==> config.mk <==
export PLATFORM = sky130hd
export DESIGN_NAME = ep4_cmd_deframer_flat
export DESIGN_NICKNAME = d
export VERILOG_FILES = /design/src/rtl/ep4_cmd_deframer_pkg.sv /design/src/rtl/ep4_cmd_deframer_if.sv /design/src/rtl/ep4_cmd_deframer_cmd_byte_fifo.sv /design/src/rtl/ep4_cmd_deframer.sv /design/src/flat_wrapper.sv
export SDC_FILE = /design/constraint.sdc
export NUM_CORES = 1
export LEC_CHECK = 0
export CAP_MARGIN = 10
export CORE_UTILIZATION = 55
export CTS_BUF_LIST = sky130_fd_sc_hd__clkbuf_4 sky130_fd_sc_hd__clkbuf_8
export CTS_CLUSTER_DIAMETER = 60
export DETAILED_ROUTE_END_ITERATION = 10
export PLACE_DENSITY = 0.72
export RECOVER_POWER = 50
export SLEW_MARGIN = 10
export SYNTH_ARGS = -nofsm -noshare
export SYNTH_HDL_FRONTEND = slang
export SYNTH_SLANG_ARGS = --single-unit
==> constraint.sdc <==
create_clock -name clk -period 3.1 [get_ports clk]
set_input_delay 0.62 -clock clk [delete_from_list [all_inputs] [get_ports clk]]
set_output_delay 0.62 -clock clk [all_outputs]
set_load 0.01 [all_outputs]
==> src/rtl/ep4_cmd_deframer_pkg.sv <==
// ep4_cmd_deframer_pkg: parser state encodings and default frame/timeout sizing
package ep4_cmd_deframer_pkg;
  typedef enum logic [2:0] {
    HDR_ID    = 3'd0,
    HDR_LEN_H = 3'd1,
    HDR_LEN_L = 3'd2,
    PAYLOAD   = 3'd3,
    DRAIN     = 3'd4,
    RETIRE    = 3'd5
  } state_t;
  localparam int DEF_MAX_COMMAND_LENGTH = 8;
  localparam int DEF_TIMEOUT_CYCLES     = 1024;
  localparam int DEF_TIMEOUT_WIDTH      = 11;
endpackage

==> src/rtl/ep4_cmd_deframer_if.sv <==
// ep4_cmd_deframer_if: USB byte stream in, EP4 command port out
interface ep4_cmd_deframer_if;
  logic [7:0]  in_data;
  logic        in_valid;
  logic        in_ready;
  logic [7:0]  ep4_cmd_id;
  logic [15:0] ep4_cmd_length;
  logic        cmd_valid;
  logic        ep4_ready;
  logic        ep4_read;
  logic [7:0]  ep4_data;
  logic        err_oversize;
  logic        err_timeout;
  modport master (
    input  in_data, in_valid, ep4_read,
    output in_ready, ep4_cmd_id, ep4_cmd_length, cmd_valid, ep4_ready, ep4_data, err_oversize, err_timeout
  );
  modport slave (
    output in_data, in_valid, ep4_read,
    input  in_ready, ep4_cmd_id, ep4_cmd_length, cmd_valid, ep4_ready, ep4_data, err_oversize, err_timeout
  );
endinterface

==> src/rtl/ep4_cmd_deframer_cmd_byte_fifo.sv <==
// cmd_byte_fifo: power-of-two byte FIFO with flush and combinational head
module cmd_byte_fifo #(
  parameter int DEPTH = 8
) (
  input  logic                     clk,
  input  logic                     reset,
  input  logic                     push,
  input  logic                     pop,
  input  logic                     flush,
  input  logic [7:0]               din,
  output logic [7:0]               head,
  output logic                     empty,
  output logic                     full,
  output logic [$clog2(DEPTH):0]   count
);
  localparam int AW = $clog2(DEPTH);
  localparam int CW = AW + 1;
  logic [7:0]    mem [DEPTH];
  logic [AW-1:0] wp, rp;
  always_ff @(posedge clk or negedge reset) begin
    if (!reset) begin
      wp    <= '0;
      rp    <= '0;
      count <= '0;
    end else if (flush) begin
      wp    <= '0;
      rp    <= '0;
      count <= '0;
    end else begin
      wp    <= push ? wp + 1'b1 : wp;
      rp    <= pop ? rp + 1'b1 : rp;
      count <= count + CW'(push) - CW'(pop);
    end
  end
  always_ff @(posedge clk) if (push) mem[wp] <= din;
  assign head  = mem[rp];
  assign empty = count == '0;
  assign full  = count == CW'(DEPTH);
endmodule

==> src/rtl/ep4_cmd_deframer.sv <==
// ep4_cmd_deframer: parses id/len_h/len_l/payload frames from the USB byte stream
// and presents them on the EP4 command port with clamping and stall timeout.
module ep4_cmd_deframer
  import ep4_cmd_deframer_pkg::*;
#(
  parameter int MAX_COMMAND_LENGTH = DEF_MAX_COMMAND_LENGTH,
  parameter int TIMEOUT_CYCLES     = DEF_TIMEOUT_CYCLES,
  parameter int TIMEOUT_WIDTH      = DEF_TIMEOUT_WIDTH
) (
  input logic                clk,
  input logic                reset,
  ep4_cmd_deframer_if.master bus
);
  localparam int CW = $clog2(MAX_COMMAND_LENGTH) + 1;
  localparam logic [15:0] MAX16 = 16'(MAX_COMMAND_LENGTH);
  state_t             state, state_nx;
  logic               live, accept, run, tmo, push, pop, empty, full;
  logic [7:0]         id_q, len_h, head;
  logic [15:0]        len, len_in, rx_count;
  logic [CW-1:0]      count;
  logic [TIMEOUT_WIDTH-1:0] tcnt;
  assign len_in       = {len_h, bus.in_data};
  assign run          = state == HDR_LEN_H || state == HDR_LEN_L || state == PAYLOAD;
  // live holds in_ready low until the first edge after reset release
  assign bus.in_ready = live && (state == HDR_ID || run);
  assign accept       = bus.in_valid && bus.in_ready;
  assign tmo          = TIMEOUT_CYCLES != 0 && run && !accept &&
                        tcnt == TIMEOUT_WIDTH'(TIMEOUT_CYCLES - 1);
  always_ff @(posedge clk or negedge reset) begin
    if (!reset) state <= HDR_ID;
    else        state <= state_nx;
  end
  always_comb begin
    state_nx = state;
    if (tmo) state_nx = HDR_ID;
    else
      case (state)
        HDR_ID:    state_nx = accept ? HDR_LEN_H : HDR_ID;
        HDR_LEN_H: state_nx = accept ? HDR_LEN_L : HDR_LEN_H;
        HDR_LEN_L: state_nx = !accept ? HDR_LEN_L : len_in == '0 ? RETIRE : PAYLOAD;
        PAYLOAD:   state_nx = accept && 16'(rx_count + 16'd1) == len ? DRAIN : PAYLOAD;
        DRAIN:     state_nx = empty ? RETIRE : DRAIN;
        default:   state_nx = HDR_ID;
      endcase
  end
  always_comb begin
    push          = state == PAYLOAD && accept && rx_count < MAX16 && !full;
    bus.ep4_ready = bus.cmd_valid && count != '0;
    pop           = bus.ep4_read && bus.ep4_ready;
    bus.ep4_data  = empty ? 8'h00 : head;
  end
  // id/length are published together at the last header byte so they stay
  // stable across retire until the next frame's length is known
  always_ff @(posedge clk or negedge reset) begin
    if (!reset) begin
      live               <= 1'b0;
      id_q               <= '0;
      len_h              <= '0;
      len                <= '0;
      rx_count           <= '0;
      tcnt               <= '0;
      bus.ep4_cmd_id     <= '0;
      bus.ep4_cmd_length <= '0;
      bus.cmd_valid      <= 1'b0;
      bus.err_oversize   <= 1'b0;
      bus.err_timeout    <= 1'b0;
    end else begin
      live             <= 1'b1;
      tcnt             <= run && !accept && !tmo ? tcnt + 1'b1 : '0;
      rx_count         <= state == PAYLOAD ? rx_count + 16'(accept) : '0;
      bus.err_oversize <= state == HDR_LEN_L && accept && len_in > MAX16;
      bus.err_timeout  <= tmo;
      if (state == HDR_ID && accept) id_q <= bus.in_data;
      if (state == HDR_LEN_H && accept) len_h <= bus.in_data;
      if (state == HDR_LEN_L && accept) begin
        len                <= len_in;
        bus.ep4_cmd_id     <= id_q;
        bus.ep4_cmd_length <= len_in > MAX16 ? MAX16 : len_in;
        bus.cmd_valid      <= 1'b1;
      end else if (tmo || state == RETIRE) bus.cmd_valid <= 1'b0;
    end
  end
  cmd_byte_fifo #(.DEPTH(MAX_COMMAND_LENGTH)) u_fifo (
    .clk   (clk),
    .reset (reset),
    .push  (push),
    .pop   (pop),
    .flush (tmo),
    .din   (bus.in_data),
    .head  (head),
    .empty (empty),
    .full  (full),
    .count (count)
  );
endmodule
==> src/flat_wrapper.sv <==
// flat-port wrapper written by rule: the top's interface ports become plain ports
module ep4_cmd_deframer_flat import ep4_cmd_deframer_pkg::*;
#(
  parameter int MAX_COMMAND_LENGTH = DEF_MAX_COMMAND_LENGTH,
  parameter int TIMEOUT_CYCLES     = DEF_TIMEOUT_CYCLES,
  parameter int TIMEOUT_WIDTH      = DEF_TIMEOUT_WIDTH
)
  (clk, reset, bus_in_data, bus_in_valid, bus_ep4_read, bus_in_ready, bus_ep4_cmd_id, bus_ep4_cmd_length, bus_cmd_valid, bus_ep4_ready, bus_ep4_data, bus_err_oversize, bus_err_timeout);
  ep4_cmd_deframer_if bus_i ();
  input logic clk;
  input logic reset;
  input wire logic [$bits(bus_i.in_data)-1:0] bus_in_data;
  input wire logic [$bits(bus_i.in_valid)-1:0] bus_in_valid;
  input wire logic [$bits(bus_i.ep4_read)-1:0] bus_ep4_read;
  output wire logic [$bits(bus_i.in_ready)-1:0] bus_in_ready;
  output wire logic [$bits(bus_i.ep4_cmd_id)-1:0] bus_ep4_cmd_id;
  output wire logic [$bits(bus_i.ep4_cmd_length)-1:0] bus_ep4_cmd_length;
  output wire logic [$bits(bus_i.cmd_valid)-1:0] bus_cmd_valid;
  output wire logic [$bits(bus_i.ep4_ready)-1:0] bus_ep4_ready;
  output wire logic [$bits(bus_i.ep4_data)-1:0] bus_ep4_data;
  output wire logic [$bits(bus_i.err_oversize)-1:0] bus_err_oversize;
  output wire logic [$bits(bus_i.err_timeout)-1:0] bus_err_timeout;
  assign bus_i.in_data = bus_in_data;
  assign bus_i.in_valid = bus_in_valid;
  assign bus_i.ep4_read = bus_ep4_read;
  assign bus_in_ready = bus_i.in_ready;
  assign bus_ep4_cmd_id = bus_i.ep4_cmd_id;
  assign bus_ep4_cmd_length = bus_i.ep4_cmd_length;
  assign bus_cmd_valid = bus_i.cmd_valid;
  assign bus_ep4_ready = bus_i.ep4_ready;
  assign bus_ep4_data = bus_i.ep4_data;
  assign bus_err_oversize = bus_i.err_oversize;
  assign bus_err_timeout = bus_i.err_timeout;
  ep4_cmd_deframer #(.MAX_COMMAND_LENGTH(MAX_COMMAND_LENGTH), .TIMEOUT_CYCLES(TIMEOUT_CYCLES), .TIMEOUT_WIDTH(TIMEOUT_WIDTH)) u_core (.clk(clk), .reset(reset), .bus(bus_i));
endmodule
# [Word-level counts from Yosys, hierarchy flattened]
# Memories as Yosys holds them, arrays and structs flattened.
# Index checks and enable logic that the tools add are counted.
[totals] register_bits=100 mem_bits_rw=64 output_inout_bits=37 mem_count=1 input_bits=12
[classes] reduce_logical=29 add_sub_neg=7 n_eq_ne=8 n_lt_le_gt_ge=2 n_mux=21
[mem_list] memory="u_core.u_fifo.mem" depth=8 word_bits=8 read_ports=1 rd_ports_with_merged_regs=0 wr=1 line_no="ep4_cmd_deframer_cmd_byte_fifo.sv:18" text="logic [7:0] mem [DEPTH];"
[op_table] op="2-to-1 mux 16 bit" n=2
[op_table] op="2-to-1 mux 3 bit" n=8
[op_table] op="adder 16 x 1 -> 16 bit" n=1
[op_table] op="adder 16 x 1 -> 16 bit, second input constant" n=1
[op_table] op="== test 16 bit" n=1
[op_table] op="greater-than comparator 16 x 4 -> 1 bit, second input constant" n=1
[op_table] op="zero test 16 bit" n=1
[op_table] op="less-than comparator 16 x 4 -> 1 bit, second input constant" n=1
[op_table] op="logical AND 1 bit" n=15
[op_table] op="case mux 3 bit (5 select lines)" n=1
[op_table] op="adder 11 x 1 -> 11 bit, second input constant" n=1
[op_table] op="== test 11 x 10 -> 1 bit, second input constant" n=1
[op_table] op="2-to-1 mux 11 bit" n=1
[op_table] op="2-to-1 mux 8 bit" n=1
[op_table] op="adder 3 x 1 -> 3 bit, second input constant" n=2
[op_table] op="== test 3 x 2 -> 1 bit, second input constant" n=2
[op_table] op="== test 3 bit, second input constant" n=2
[op_table] op="2-to-1 mux 1 bit" n=6
[op_table] op="nonzero test 2 bit" n=3
[op_table] op="adder 4 x 1 -> 4 bit" n=1
[op_table] op="== test 4 bit, second input constant" n=1
[op_table] op="zero test 4 bit" n=1
[op_table] op="logical OR 1 bit" n=4
[op_table] op="2-to-1 mux 4 bit" n=1
[op_table] op="other kinds (6)" n=8

# [Longest topological paths before layout]
# Gate-level depths: netlist of run 1.
[depth] depth_word=12 mapped_depth=13 mapped_depth_nobuf=12

# [Cells and area by module]
# Synthesis of run 1 repeated with hierarchy kept, for this count alone.
[unflattened] hier_cells=540 area_unflattened_um2=7470.9
[by_module_without_submodules] mod="ep4_cmd_deframer" n_inst=1 cells_each=382 area_per_inst_um2=4383.0
[by_module_without_submodules] mod="cmd_byte_fifo" n_inst=1 cells_each=158 area_per_inst_um2=3088.0

# [Least setup slack after synthesis of run 1]
# Ideal clock, no wire load.
[synth_timing] path_type="reg2reg" start="reg u_core.state[1]" end="reg u_core.u_fifo.count[2]" n_path_buf=1 setup_time_ns=0.132 arrival_time_ns=2.472 synth_period_minus_slack_ns=2.603 setup_slack_ns=0.497 path_stages_with_launch=12 cell_sequence="dfrtp_1 > buf_2 > nor2b_1 > nand2_1 > a2111oi_4 > inv_1 > ha_1 > inv_1 > ha_1 > fa_1 > xnor2_1 > nor2_1"
[synth_between] elab_chain_len=12
[synth_rtl] element="from (decl)" line_no="ep4_cmd_deframer.sv:16" text="state_t state, state_nx;"
[synth_rtl] element="from (signal assigned)" line_no="ep4_cmd_deframer.sv:31" text="else state <= state_nx;"
[synth_rtl] element="== test 3 x 1 -> 1 bit / == test 3 x 2 -> 1 bit (equally long branches)" line_no="ep4_cmd_deframer.sv:23" text="assign run = state == HDR_LEN_H || state == HDR_LEN_L || state == PAYLOAD;"
[synth_rtl] element="logical OR 1 bit (2 in series)" line_no="ep4_cmd_deframer.sv:23"
[synth_rtl] element="logical OR 1 bit" line_no="ep4_cmd_deframer.sv:25" text="assign bus.in_ready = live && (state == HDR_ID || run);"
[synth_rtl] element="logical AND 1 bit" line_no="ep4_cmd_deframer.sv:25"
[synth_rtl] element="logical AND 1 bit" line_no="ep4_cmd_deframer.sv:26" text="assign accept = bus.in_valid && bus.in_ready;"
[synth_rtl] element="logical AND 1 bit (3 in series)" line_no="ep4_cmd_deframer.sv:47" text="push = state == PAYLOAD && accept && rx_count < MAX16 && !full;"
[synth_rtl] element="adder 4 x 1 -> 4 bit" line_no="ep4_cmd_deframer_cmd_byte_fifo.sv:32" text="count <= count + CW'(push) - CW'(pop);"
[synth_rtl] element="subtractor 4 x 1 -> 4 bit" line_no="ep4_cmd_deframer_cmd_byte_fifo.sv:32"
[synth_rtl] element="2-to-1 mux 4 bit *" line_no="ep4_cmd_deframer_cmd_byte_fifo.sv:25" text="end else if (flush) begin"
[synth_rtl] element="to (signal assigned)" line_no="ep4_cmd_deframer_cmd_byte_fifo.sv:32"
[synth_rtl] element="to (decl)" line_no="ep4_cmd_deframer_cmd_byte_fifo.sv:14" text="output logic [$clog2(DEPTH):0] count"
# Every way passes the cells marked *; elsewhere a longest branch is shown, timed or not.
# A chain may end at the register's enable or synchronous reset.

# [Worst setup path in the final report of run 1]
[layout_timing] start="reg u_core.u_fifo.rp[0]" end="out bus_ep4_data[5]"
[layout_between] elab_chain_len=2
[layout_rtl] element="from (decl)" line_no="ep4_cmd_deframer_cmd_byte_fifo.sv:19" text="logic [AW-1:0] wp, rp;"
[layout_rtl] element="from (signal assigned)" line_no="ep4_cmd_deframer_cmd_byte_fifo.sv:31" text="rp <= pop ? rp + 1'b1 : rp;"
[layout_rtl] element="memory (8 x 8 bit)"
[layout_rtl] element="2-to-1 mux 8 bit" line_no="ep4_cmd_deframer.sv:50" text="bus.ep4_data = empty ? 8'h00 : head;"
[layout_rtl] element="to (decl)" line_no="flat_wrapper.sv:20" text="output wire logic [$bits(bus_i.ep4_data)-1:0] bus_ep4_data;"
# Every way passes these cells.

==> qor.csv, run 1 <==
stage,metric,value,unit
grt,largest net degree at the start of global routing,62,
logic_synthesis,"count leader, synth",dfrtp_1,
logic_synthesis,sequential share of the synthesized area,60.4,%
detailed_routing,vias per std cell,5.58,
logic_synthesis,Yosys cell types,59,
pwr,sw power,0.00212,W
detailed_routing,WL/cell,18.6,µm
layout,area added between synthesis and finish,16.3,%
detailed_routing,First-pass DRT Iterations,4,
grt,met2 usage,36.8,%
timing,Final Max Slew Viols,40,
clock_tree,Worst-Skew Late Latency,0.45,ns
clock_tree,TritonCTS clock tree,built,
floorplan,core footprint,0.0128,mm²
timing,final clock skew,0.0140,ns
layout,final core occ,66.5,%
worst_setup_path,WS Path Type,flop to output port,
detailed_routing,post-route ant nets,0,
floorplan,Starting Density,57.1,%
grt,initial antenna violation count,0,
worst_setup_path,critical path required time,2.48,ns
pwr,switch share,31.5,%
detailed_routing,routed via count,4428,
clock_tree,TritonCTS buffer count,17,
floorplan,Boundary Pins,49,
logic_synthesis,most common flop cell mapped by yosys,dfrtp_1,
worst_setup_path,Critical Path End Type,output port,
clock_tree,hold_buf cts,0,
pwr,sequential share of power,44.8,%
layout,NumNets Final,633,
logic_synthesis,Post-Synthesis Net Count,555,
logic_synthesis,Commonest cells post-synth,"100 x dfrtp_1, 64 x edfxtp_1, 51 x nor2_1",
logic_synthesis,Synth Register Bits,164,
worst_setup_path,worst r2r path cells,10,
timing,RSZ-0062 raised after global routing,false,
pwr,maximum VDD drop,0.507,mV
worst_setup_path,Worst Path Arrival,2.35,ns
timing,slew of the pin with the lowest slew margin,2.29,ns
floorplan,Die Span X,117,µm
worst_setup_path,"Max FO, Critical Path",18,
logic_synthesis,Synth area leader,dfrtp_1,
grt,Congestion Overflow GR,0,
pwr,clock power share,23.1,%
clock_tree,clk sink count,164,
run,max cap viols,1,
clock_tree,CTS HTree Levels,4,
grt,met3 Use GR,5.59,%
detailed_routing,DRC viols,0,
pwr,power per cell area,789,mW/mm²
clock_tree,Clock transition at path regs,0.09,ns
layout,layout cells sized above 1,20.3,%
grt,GRT busiest layer,met2,
timing,setup TNS,0,ns
min_path,worst hold path class,flop to flop,
logic_synthesis,post-synth top area share,34.1,%
clock_tree,Max clock buf depth,2,
timing,Highest Clock Rate,337,MHz
logic_synthesis,post-synthesis async set-or-reset flop share,61.0,%
timing,Max-slew headroom,-52.9,%
timing,minimum clock period,2.97,ns
pwr,P_int,0.00460,W
logic_synthesis,number of synthesized flops with an enable pin,64,
timing,Hold Fails Final Rpt,0,
logic_synthesis,Syn Area/Cell,13.8,µm²
min_path,hold-critical path depth,1,
logic_synthesis,Post-Syn Instances,530,
detailed_routing,Initial DRC Count,225,
grt,vias in the first global route,4587,
detailed_routing,final WL,14.7,mm
outcome,status,finished with violations,
floorplan,Rows,41,
layout,ant diodes,0,
floorplan,Die Y,117,µm
clock_tree,Resize count post-CTS,0,
floorplan,die area,0.0138,mm²
placed_design,HPWL after DPL,10.3,mm
clock_tree,post-CTS setup buffers,0,
pwr,Lkg Pwr,3.40,nW
clock_tree,CTS Root Cell,clkbuf_8,
logic_synthesis,largest cells by area after synthesis,"dfrtp_1 34%, edfxtp_1 26%, mux2_2 6.3%, mux4_2 4.9%, xnor2_1 2.6%",
timing,final setup vio count,0,
grt,first-pass GRT wire length,24.1,mm
timing,fin crit share,95.8,%
pwr,Comb pwr share,32.1,%
logic_synthesis,synthesis warning total,0,
worst_setup_path,CP Launch Type,flop,
placed_design,Final GP Congestion,0.844,
grt,grt met1 use,31.7,%
placed_design,# port buffers,48,
logic_synthesis,mapped cell area,0.00733,mm²
outcome,failing checks,"capacitance limit, slew limit",
grt,GRT Resource Usage Total,23.3,%
-- power groups by stage --
stage	Combinational [W]	Sequential, W	Clock (W)
after global routing	0.00236	0.00307	0.00168
after global placement	0.00213	0.00303	0
after detailed placement	0.00219	0.00305	0
final	0.00216	0.00301	0.00156
after CTS	0.00221	0.00301	0.00159
after floorplan	0.00150	0.00294	0
-- kinds of logic after synthesis --
family / Yosys count / share of synthesized area [%]
buffers and inverters: 37 / 2.37
AO/OA/AOI/OAI: 55 / 5.99
other: 1 / 0.0512
adder cells (fa/ha/maj): 13 / 2.32
AND/OR/NAND/NOR: 154 / 11.6
multiplexers: 67 / 12.6
flip-flops: 164 / 60.4
XOR/XNOR: 39 / 4.66
-- sequential cells by signal, indices dropped and copies added, names as in the netlist --
name                       cells
u_core.bus.cmd_valid           1
u_core.u_fifo.mem             64
u_core.bus.ep4_cmd_id          8
u_core.u_fifo.rp               3
u_core.len_h                   8
u_core.state                   3
u_core.rx_count               16
u_core.bus.ep4_cmd_length     16
u_core.id_q                    8
u_core.tcnt                   11
u_core.u_fifo.count            4
u_core.live                    1
u_core.bus.err_timeout         1
u_core.u_fifo.wp               3
u_core.bus.err_oversize        1
u_core.len                    16
-- worst paths after layout --
| path | endpoint | slack, ns | start |
|---|---|---|---|
| min in group asynchronous | u_core.rx_count[9] | 0.84 | reset |
| worst max-delay path | bus_ep4_data[5] | 0.13 | u_core.u_fifo.rp[0] |
| worst min register to register | u_core.tcnt[0] | 0.48 | u_core.tcnt[0] |
| max in group asynchronous | u_core.len_h[3] | 0.93 | reset |
| worst min-delay path | u_core.tcnt[0] | 0.48 | u_core.tcnt[0] |
| worst max register to register | u_core.u_fifo.count[2] | 0.45 | u_core.rx_count[10] |
-- worst max-delay path, cell delays in order, from the launching register on --
cell,delay [ns]
dfrtp_1,0.35
buf_6,0.26
mux4_2,0.55
mux2i_1,0.19
nor2_1,0.07
clkdlybuf4s50_1,0.47
-- cell type report --
| cell class | instances | area, µm² |
|---|---|---|
| inverter | 15 | 56.3 |
| tap | 172 | 215 |
| multi-input combinational | 329 | 2730 |
| clock buffer | 19 | 262 |
| timing repair buffer | 81 | 698 |
| sequential | 164 | 4420 |
| fill | 950 | 4300 |
| clock inverter | 13 | 145 |
-- layout by cell type (no fill, tap or decap), types with 10 or more instances in the layout --
master,netlist,layout
edfxtp_1,64,64
mux4_2,16,16
clkbuf_1,6,11
inv_1,15,15
mux2i_1,10,10
clkbuf_8,0,19
xor2_1,17,17
clkdlybuf4s50_1,0,38
and2_1,13,13
xnor2_1,22,22
dfrtp_1,100,100
a21oi_1,14,14
nand2_1,18,18
ha_1,12,12
nand3_1,13,13
buf_4,5,20
o21ai_0,13,13
nor2_1,51,51
mux2_2,41,41
-- metrics by stage --
stage                     instance area, µm²  hold WS (ns)  setup slack, ns  cells  total power (W)
after floorplan                         7330         0.324            0.497    530          0.00444
after global placement                  8180         0.468            0.222    761          0.00516
after detailed placement                8180         0.472            0.137    761          0.00524
after CTS                               8580         0.144           0.0100    793          0.00680
after global routing                    8530         0.500           0.0313    793          0.00712
final                                   8530         0.482            0.129    793          0.00672
-- layer usage --
metal  share of wire [%]  routed length (µm)
met1                  45                6590
met2                  48                7110
met3                 5.9                 874
met4                 1.1                 159
met5                   0                   0
Power figures use the tool's default switching activity.
==> inputs of run 2 (changes only) <==
CORE_MARGIN = 1   (was default)
==> results of run 2 <==
The final DEF is identical to that of run 1; final timing and power are the same.
==> inputs of run 3 (changes only) <==
PLACE_DENSITY = 0.75   (was 0.72)
==> run 3 against run 2 <==
Net effect:
- the flow still finishes with violations (capacitance limit, slew limit)
- hold slack gained 0.0072 ns
- clock skew shrank 0.0042 ns
- clock power grew 19%
- clock-buffer cell count is the same
- wire length shrank 0.32%
- via count grew 2.0%
- largest power group unchanged
- sequential cell count is the same
- die area is the same
- critical path depth is the same
- utilization grew 0.60 points
==> qor.csv, run 3 (synthesis gave the netlist of run 1 again) <==
stage,metric,value,unit
worst_setup_path,WS Path Type,flop to output port,
timing,Hold Fails Final Rpt,0,
timing,Highest Clock Rate,335,MHz
placed_design,HPWL after DPL,10.1,mm
grt,Congestion Overflow GR,0,
layout,NumNets Final,632,
detailed_routing,DRC viols,0,
timing,Max-slew headroom,-73.5,%
timing,PnR worst setup slack,0.118,ns
pwr,Final Power,0.00704,W
clock_tree,TritonCTS buffer count,17,
floorplan,Die Y,117,µm
clock_tree,TritonCTS clock tree,built,
worst_setup_path,"Max FO, Critical Path",18,
clock_tree,Max clock buf depth,2,
detailed_routing,final WL,14.7,mm
clock_tree,clk sink count,164,
clock_tree,CTS HTree Levels,4,
detailed_routing,post-route ant nets,0,
layout,ant diodes,0,
grt,vias in the first global route,4602,
pwr,maximum VDD drop,0.458,mV
worst_setup_path,CP Launch Type,flop,
floorplan,core footprint,0.0128,mm²
outcome,status,finished with violations,
layout,layout cells sized above 1,20.5,%
pwr,power per cell area,818,mW/mm²
placed_design,Final GP Congestion,0.885,
timing,setup TNS,0,ns
clock_tree,Worst-Skew Late Latency,0.47,ns
floorplan,die area,0.0138,mm²
timing,minimum clock period,2.98,ns
timing,RSZ-0062 raised after global routing,false,
detailed_routing,Initial DRC Count,338,
placed_design,DP Worst Slack,0.134,ns
worst_setup_path,Worst Path Arrival,2.36,ns
min_path,worst hold path class,flop to flop,
pwr,Lkg Pwr,3.43,nW
detailed_routing,vias per std cell,5.70,
clock_tree,CTS Root Cell,clkbuf_8,
placed_design,# port buffers,48,
layout,"commonest non-fill, non-tap cell in the layout",dfrtp_1,
layout,Largest Register,u_core.u_fifo.mem,
detailed_routing,First-pass DRT Iterations,4,
detailed_routing,routed via count,4518,
timing,slew of the pin with the lowest slew margin,2.60,ns
outcome,failing checks,"capacitance limit, slew limit",
floorplan,Boundary Pins,49,
grt,GRT Resource Usage Total,23.1,%
run,max cap viols,1,
grt,initial antenna violation count,0,
grt,largest net degree at the start of global routing,56,
timing,final setup vio count,0,
floorplan,Die Span X,117,µm
layout,max FFs per register,64,
detailed_routing,WL/cell,18.5,µm
floorplan,Starting Density,57.1,%
timing,fin crit share,96.2,%
clock_tree,post-CTS setup buffers,0,
clock_tree,Clock transition at path regs,0.08,ns
layout,most frequent cells in the layout,"100 x dfrtp_1, 64 x edfxtp_1, 51 x nor2_1",
timing,Final Max Slew Viols,46,
worst_setup_path,Critical Path End Type,output port,
floorplan,Rows,41,
worst_setup_path,critical path required time,2.48,ns
grt,first-pass GRT wire length,24.3,mm
layout,area added between synthesis and finish,17.4,%
timing,final clock skew,0.00981,ns
==> run 3: routing by layer <==
| layer | track usage [%] | vias to the layer above | part of all wire, % |
|---|---|---|---|
| met3 | 5.84 | 25 | 5.6 |
| met5 | 0 | - | 0 |
| met4 | 9.74 | 0 | 2.1 |
| met1 | 31.3 | 2300 | 45 |
| li1 | - | 2083 | - |
| met2 | 35.7 | 110 | 48 |
==> run 3: timing repair <==
item | 4_1_cts | 5_1_grt
gates resized for setup | 0 | 1
setup endpoints to repair | 0 | 7
hold buffers | 0 | 0
==> run 3: final timing paths <==
| check | slack [ns] | end | from | cells past startpoint |
|---|---|---|---|---|
| worst max-delay path | 0.12 | bus_ep4_data[5] | u_core.u_fifo.rp[0] | 5 |
| worst min-delay path | 0.49 | u_core.tcnt[0] | u_core.tcnt[0] | 1 |
| worst max register to register | 0.47 | u_core.u_fifo.count[2] | u_core.rx_count[10] | 10 |
| worst min register to register | 0.49 | u_core.tcnt[0] | u_core.tcnt[0] | 1 |
| max in group asynchronous | 0.66 | u_core.len_h[2] | reset | 1 |
| min in group asynchronous | 0.96 | u_core.rx_count[5] | reset | 1 |
==> run 3: metrics by stage <==
step	area (µm²)	cells	hold slack, ns	utilization (%)
6_report	8600	792	0.489	67.1
3_5_place_dp	8170	760	0.470	63.7
4_1_cts	8660	792	0.175	67.5
3_3_place_gp	8170	760	0.467	63.7
2_1_floorplan	7330	530	0.324	-
5_1_grt	8600	792	0.506	67.1
==> run 3: area by class of cell <==
type	instances	area, µm²
clock inverters	13	241
fillers	941	4220
flip-flops and latches	164	4420
clock buffers	19	249
inverters	15	56.3
multi-input cells	329	2730
repair buffers	80	687
well taps	172	215
==> run 3: critical path: stages, from the launching register on <==
cell and delay [ns]:
dfrtp_1 0.35, buf_6 0.26, mux4_2 0.56, mux2i_1 0.20, nor2_1 0.06, clkdlybuf4s50_1 0.48
==> run 3: power breakdown <==
group	internal, W	leakage [nW]	switching, W
registers	0.00267	1.86	0.000345
clock network	0.00107	0.241	0.000789
logic	0.00116	1.33	0.00100
